### src/rtl/rotate_pkg.sv
// Shared types and the single-step rotate helper for the rotate amount finder.
package rotate_pkg;

  typedef enum logic [1:0] {
    IDLE   = 2'd0,
    SEARCH = 2'd1,
    DONE   = 2'd2
  } state_t;

  localparam logic DIR_RIGHT = 1'b0;
  localparam logic DIR_LEFT  = 1'b1;

  // Widest word rot1 supports; callers zero-extend into this and pass their real width.
  localparam int ROT_MAX_W = 64;
  localparam logic [ROT_MAX_W-1:0] ROT_ONE = {{(ROT_MAX_W-1){1'b0}}, 1'b1};

  // Rotate the low 'width' bits of word by one position; bits above width return zero.
  function automatic logic [ROT_MAX_W-1:0] rot1(input logic [ROT_MAX_W-1:0] word,
                                                input int unsigned         width,
                                                input logic                dir);
    logic [ROT_MAX_W-1:0] mask;
    logic [ROT_MAX_W-1:0] w;
    logic [ROT_MAX_W-1:0] res;
    mask = (ROT_ONE << width) - ROT_ONE;
    w    = word & mask;
    if (dir == DIR_RIGHT) begin
      res = ((w >> 1) | ((w & ROT_ONE) << (width - 32'd1))) & mask;
    end else begin
      res = ((w << 1) | (w >> (width - 32'd1))) & mask;
    end
    return res;
  endfunction

endpackage

### src/rtl/rotate_step.sv
// Combinational one-position rotate of a W-bit word in the requested direction.
module rotate_step
  import rotate_pkg::*;
#(
  parameter int W = 8
) (
  input  logic [W-1:0] word,
  input  logic         dir,
  output logic [W-1:0] stepped
);

  logic [ROT_MAX_W-1:0] wide_s;

  assign wide_s  = rot1(ROT_MAX_W'(word), W, dir);
  assign stepped = wide_s[W-1:0];

endmodule

### src/rtl/rotate_amount_finder.sv
// Finds the smallest rotate amount mapping orig onto rot, one candidate per clock,
// and flags periodic words where a second, larger amount also matches.
module rotate_amount_finder
  import rotate_pkg::*;
#(
  parameter int N = 3
) (
  input  logic                clk,
  input  logic                reset,
  input  logic                start_valid,
  output logic                start_ready,
  input  logic [(2**N)-1:0]   orig,
  input  logic [(2**N)-1:0]   rot,
  input  logic                dir,
  output logic                done_valid,
  input  logic                done_ready,
  output logic [N-1:0]        amt,
  output logic                found,
  output logic                multi
);

  localparam int W = 2**N;
  localparam logic [N-1:0] CAND_LAST = {N{1'b1}};
  localparam logic [N-1:0] CAND_ONE  = {{(N-1){1'b0}}, 1'b1};

  state_t         state_r, state_s;
  logic [W-1:0]   work_r, work_s;
  logic [W-1:0]   target_r, target_s;
  logic           dir_r, dir_s;
  logic [N-1:0]   cand_r, cand_s;
  logic [N-1:0]   amt_r, amt_s;
  logic           found_r, found_s;
  logic           multi_r, multi_s;
  logic [W-1:0]   work_step_s;
  logic           match_s;

  rotate_step #(.W(W)) u_step (
    .word    (work_r),
    .dir     (dir_r),
    .stepped (work_step_s)
  );

  assign match_s = (work_r == target_r);

  // Next-state and next-value logic for the search FSM.
  always_comb begin
    state_s  = state_r;
    work_s   = work_r;
    target_s = target_r;
    dir_s    = dir_r;
    cand_s   = cand_r;
    amt_s    = amt_r;
    found_s  = found_r;
    multi_s  = multi_r;
    case (state_r)
      IDLE: begin
        if (start_valid) begin
          work_s   = orig;
          target_s = rot;
          dir_s    = dir;
          cand_s   = {N{1'b0}};
          amt_s    = {N{1'b0}};
          found_s  = 1'b0;
          multi_s  = 1'b0;
          state_s  = SEARCH;
        end else begin
          state_s  = IDLE;
        end
      end
      SEARCH: begin
        if (match_s && found_r) begin
          // Second hit means the word is periodic; nothing more to learn.
          multi_s = 1'b1;
          state_s = DONE;
        end else begin
          if (match_s) begin
            amt_s   = cand_r;
            found_s = 1'b1;
          end else begin
            found_s = found_r;
          end
          if (cand_r == CAND_LAST) begin
            state_s = DONE;
          end else begin
            work_s  = work_step_s;
            cand_s  = cand_r + CAND_ONE;
          end
        end
      end
      DONE: begin
        if (done_ready) begin
          state_s = IDLE;
        end else begin
          state_s = DONE;
        end
      end
      default: begin
        state_s = IDLE;
      end
    endcase
  end

  // State and datapath registers.
  always_ff @(posedge clk or posedge reset) begin
    if (reset) begin
      state_r  <= IDLE;
      work_r   <= {W{1'b0}};
      target_r <= {W{1'b0}};
      dir_r    <= DIR_RIGHT;
      cand_r   <= {N{1'b0}};
      amt_r    <= {N{1'b0}};
      found_r  <= 1'b0;
      multi_r  <= 1'b0;
    end else begin
      state_r  <= state_s;
      work_r   <= work_s;
      target_r <= target_s;
      dir_r    <= dir_s;
      cand_r   <= cand_s;
      amt_r    <= amt_s;
      found_r  <= found_s;
      multi_r  <= multi_s;
    end
  end

  assign start_ready = (state_r == IDLE);
  assign done_valid  = (state_r == DONE);
  assign amt         = amt_r;
  assign found       = found_r;
  assign multi       = multi_r;

endmodule

### config.mk
export PLATFORM = sky130hd
export DESIGN_NAME = rotate_amount_finder
export DESIGN_NICKNAME = d
export VERILOG_FILES = /design/src/rtl/rotate_pkg.sv /design/src/rtl/rotate_step.sv /design/src/rtl/rotate_amount_finder.sv
export SDC_FILE = /design/constraint.sdc
export NUM_CORES = 1
export LEC_CHECK = 0
export CORE_MARGIN = 1.5
export CORE_UTILIZATION = 25
export CTS_BUF_LIST = sky130_fd_sc_hd__clkbuf_4
export CTS_CLUSTER_DIAMETER = 80
export CTS_CLUSTER_SIZE = 10
export DETAILED_ROUTE_END_ITERATION = 7
export PLACE_DENSITY = 0.56
export REMOVE_ABC_BUFFERS = 1
export SLEW_MARGIN = 40
export SYNTH_ARGS = -nofsm -noshare
export SYNTH_HDL_FRONTEND = slang
export SYNTH_SLANG_ARGS = --single-unit
### constraint.sdc
create_clock -name clk -period 1.53 [get_ports clk]
set_input_delay 0.306 -clock clk [delete_from_list [all_inputs] [get_ports clk]]
set_output_delay 0.306 -clock clk [all_outputs]
set_load 0.02 [all_outputs]
# Yosys cells after proc, flatten, opt, wreduce, memory -nomap -nowiden
# Index checks and enable logic that the tools add are counted.
# classes
n_addsub	1
eq_ne	10
muxes	23
bitwise_logic	2
n_reduce_logical	7
# op_table
cell	n
8-bit two-way mux	4
8-bit one-hot mux with 2 select lines	1
3-bit two-way mux	5
3-bit one-hot mux with 2 select lines	2
2-bit != test (second input constant)	5
8-bit == test	1
7-bit by 8-bit OR with 8-bit output	1
8-bit by 1-bit OR with 8-bit output	1
4-bit AND reduction	2
2-bit two-way mux	3
2-bit one-hot mux with 3 select lines	1
1-bit two-way mux	5
1-bit one-hot mux with 2 select lines	2
3-bit by 1-bit adder with 3-bit output (second input constant)	1
3-bit == test (second input constant)	1
3-bit != test (second input constant)	1
3-bit AND reduction	1
2-bit by 1-bit == test with 1-bit output (second input constant)	1
2-bit == test (second input constant)	1
2-bit zero test	1
2-bit AND reduction	1
2-bit nonzero test	1
1-bit logical AND	1
# totals
reg_bits	27
in_bits	21
output_inout_bits	7
wordCells	51

# Depth between registers and ports, before layout
# depth
ltp_word	5
mapped_depth	6
ltp_nobuf	5

# Modules after synthesis
# Synthesis repeated with hierarchy kept, for this count alone.
# hier_totals
hier_cells	149
hier_area_um2	1514.0
# modules_own_cells
mod	instances	cells_each	area_per_inst_um2
rotate_amount_finder	1	140	1382.6
rotate_step	1	9	131.4

# Worst setup path before layout
# OpenSTA, ideal clock, no wires.
# synth_timing
path_kind	reg2reg
start	register work_r[6]
end	register work_r[0]
setup_time_ns	0.123
t_arrival_ns	1.519
t_required_ns	1.407
path_slack_ns	-0.112
stages_incl_launch_ff	7
path_buffers	1
path_cell_list	dfrtp_1 > xor2_1 > nor4_2 > nand4_1 > a22o_1 > buf_6 > o221a_1
# synth_between
elab_chain_len	4
# synth_rtl
element	line_no	text
start: declaration	rotate_amount_finder.sv:27	logic [W-1:0] work_r, work_s;
start signal: assignment	rotate_amount_finder.sv:107	work_r <= {W{1'b0}};
start signal: assignment	rotate_amount_finder.sv:116	work_r <= work_s;
8-bit == test	rotate_amount_finder.sv:43	assign match_s = (work_r == target_r);
1-bit logical AND	rotate_amount_finder.sv:71	if (match_s && found_r) begin
2-bit != test (no source line)	n/a	
4-bit AND reduction (no source line)	n/a	
# No other way between the ends.
# A chain may end at the register's enable or synchronous reset.

# Worst setup path after layout
# layout_timing
start	register target_r[6]
end	register work_r[0]
# layout_between
elab_chain_len	4
# layout_rtl
element	line_no	text
start: declaration	rotate_amount_finder.sv:28	logic [W-1:0] target_r, target_s;
start signal: assignment	rotate_amount_finder.sv:108	target_r <= {W{1'b0}};
start signal: assignment	rotate_amount_finder.sv:117	target_r <= target_s;
8-bit == test	rotate_amount_finder.sv:43	
1-bit logical AND	rotate_amount_finder.sv:71	
2-bit != test (no source line)	n/a	
4-bit AND reduction (no source line)	n/a	
# No other way between the ends.

==> metrics.yaml <==
global_route:
  grt_pass1_wl_um: 5030
  grt_start_max_net_pins: 28
  antenna_found_initial: 0
  overflow: 0
  grt_usage: 0.1088
  grt_pass1_vias: 1049
sta:
  rsz0062_at_grt: "yes"
  fmax_mhz: 585.2
  finalCriticalPeriod_ns: 1.709
  worst_slack_ns: -0.1788
  slew_viol_final: 0
  post-route-period-util: 1.117
  tightest_slew_ns: 0.4555
  slew_headroom: 0.6963
  fin_worst_skew_ns: 0.003387
  tns_ns: -1.599
  hold_viol_final: 0
  finalSetupViolCount: 11
die:
  die_x_um: 75.98
  core-area_mm2: 0.005107
  rows: 26
  die_area_mm2: 0.005772
  pin_count: 28
  start_util: 0.2607
  dieHeight_um: 75.98
job:
  drv_cap: 0
logic_synthesis:
  avgSynthCellArea_um2: 11.68
  synth.distinct_cells: 24
  postSynthCellCount: 114
  syn_area_mm2: 0.001331
  yosysWarnings: 0
  synth-seq-cells: 27
  yosysSeqAreaShare: 0.5075
power:
  swShare: 0.3737
  power_density_mw_per_mm2: 1850
  p_comb_frac: 0.525
  p_switching_mw: 1.279
  irDropWorstVdd_mv: 0.6089
  intPower_mw: 2.144
  p_clk_frac: 0.098
  p_leak_nw: 0.8608
  power_frac_seq: 0.376
run_status:
  status: "finished, violations left"
  violations: "setup timing"
detailed_routing:
  firstDrtPassIters: 4
  drt_iter0_drc: 56
  drt-wirelength-per-cell_um: 12.93
  wl_um: 2934
  drtAntennaViolNets: 0
  via_per_inst: 4.524
  drcViolationCount: 0
  dr_total_vias: 1027
setup_path:
  max_stage_delay_ns: 0.41
  crit_path_max_fanout: 9
  cp_cell_sequence: "xor2_1 > nor4_2 > nand4_1 > a22o_4 > o221a_1"
  slowest_stage: "dfrtp_1"
  required_ns: 1.76
  critPathCaptureType: "register"
  worstSetupPathType: "register to register"
  start_kind: "register"
  cp.arrival_ns: 1.94
cts:
  clk_latency_ns: 0.33
  cts.sinks: 27
  cts_tree: "done"
  cts_hold_buffers: 0
  clock_path_buffers: 2
  clockRootBuffer: "clkbuf_4"
  cts_buffers: 3
  cts-htree-levels: 1
  path_clk_slew_ns: 0.14
layout:
  n_antenna_cell: 0
  utilization: 0.3623
  nets: 181
  drive_above_1_share: 0.2675
  area_growth_pct: 39.00
  fin_cells: 227
  design_area_mm2: 0.001851
placement:
  place.gp.congestion: 0.8226
  place_inst: 223
  place_area_mm2: 0.001807
  dpl.hpwl_um: 2155
  portBuffers: 27
hold_path:
  hp-class: "input port to asynchronous set/reset pin"
layout by cell type, fill, tap and decap left out, drive strengths merged, types with 2 or more instances in the layout:
cell,Yosys,routed
dfrtp,27,27
clkdlybuf4s50,0,20
buf,3,20
mux2i,12,12
nand3,10,10
mux2,9,9
xor2,8,8
o221a,8,8
nand2,8,8
inv,5,5
dlygate4sd2,0,5
nor2,5,5
clkbuf,3,4
ha,2,2
nor2b,2,2
a22o,2,2
o21ai,2,2
Yosys cell counts:
cell type / n / area, um^2
buf_1: 2 / 7.510
o2bb2ai_1: 1 / 8.760
a21oi_1: 1 / 5.000
a32o_1: 1 / 10.01
mux2i_1: 12 / 120.1
mux2_2: 9 / 101.4
o221a_1: 8 / 90.09
a22o_1: 2 / 17.52
nor4_2: 1 / 12.51
nor2_1: 5 / 18.77
nand2_1: 8 / 30.03
buf_6: 1 / 11.26
ha_1: 2 / 25.02
nor2b_1: 2 / 12.51
nand4_1: 1 / 6.260
xor2_1: 8 / 70.07
and3_1: 1 / 6.260
clkbuf_1: 3 / 11.26
dfrtp_1: 27 / 675.7
o21ai_0: 2 / 10.01
nand2b_1: 1 / 6.260
inv_1: 5 / 18.77
nand3_1: 10 / 50.05
and2_1: 1 / 6.260
layer usage:
metal	routed length (um)	track usage
met1	1328	0.1333
met3	144	0.03593
met4	37	0.03333
met2	1424	0.1820
met5	0	0
worst paths after layout:
path                             start    endpoint  slack (ns)  depth (start not counted)
max in group asynchronous        reset       found        0.94                          3
min reg2reg                      multi       multi        0.52                          1
max                        target_r[6]   work_r[0]       -0.18                          5
min                              reset  state_r[1]        0.32                          3
min in group clk                 multi       multi        0.52                          1
max reg2reg                target_r[6]   work_r[0]       -0.18                          5
logic make-up (layout without fill, tap and decap cells):
family	after synthesis	in the layout	share of synthesized area
AO/OA/AOI/OAI	15	15	0.1062
XOR/XNOR	8	8	0.05263
adder cells (fa/ha/maj)	2	2	0.01879
buffers and inverters	11	54	0.03666
flip-flops	27	27	0.5075
multiplexers	21	21	0.1664
AND/OR/NAND/NOR	30	30	0.1119
final cells by class:
| cell class | instances | area [um^2] |
|---|---|---|
| clock buffers | 4 | 30.03 |
| fillers | 544 | 3257 |
| inverters | 5 | 18.77 |
| flip-flops and latches | 27 | 676.9 |
| well taps | 70 | 87.58 |
| repair buffers | 45 | 405.4 |
| multi-input cells | 76 | 631.9 |
worst max-delay path, delay by kind of cell, from the launching register on:
family           cells  cell delay [ns]
AO/OA/AOI/OAI        2             0.54
XOR/XNOR             1             0.17
flip-flops           1             0.41
AND/OR/NAND/NOR      2             0.49
per-stage QoR:
stage,power [mW],hold WS (ns),worst slack (ns)
after floorplan,2.351,0.3587,-0.3541
after global placement,2.997,0.4871,-0.1438
after detailed placement,3.063,0.4918,-0.2260
after CTS,3.443,0.3245,-0.2013
after global routing,3.698,0.3590,-0.2744
final,3.423,0.3155,-0.1788
repair_timing:
| item | CTS | global route |
|---|---|---|
| gates resized for setup | 18 | 7 |
| setup endpoints to repair | 22 | 21 |
| endpoints found under the hold margin | 0 | 0 |
| pin swaps | 3 | 1 |
| setup buffers | 0 | 0 |
state kept, by name (all words and copies together) (netlist names):
signal	cells
state_r	2
dir_r	1
multi	1
cand_r	3
target_r	8
amt	3
found	1
work_r	8
power by group through the flow:
stage                     logic [mW]  registers (mW)  clock network [mW]
final                           1.80            1.29               0.336
after global routing            1.99            1.33               0.374
after CTS                       1.80            1.29               0.353
after detailed placement        1.75            1.31                   0
after global placement          1.71            1.29                   0
after floorplan                 1.05            1.30                   0
Note: power is estimated with default switching activity, not from simulation.
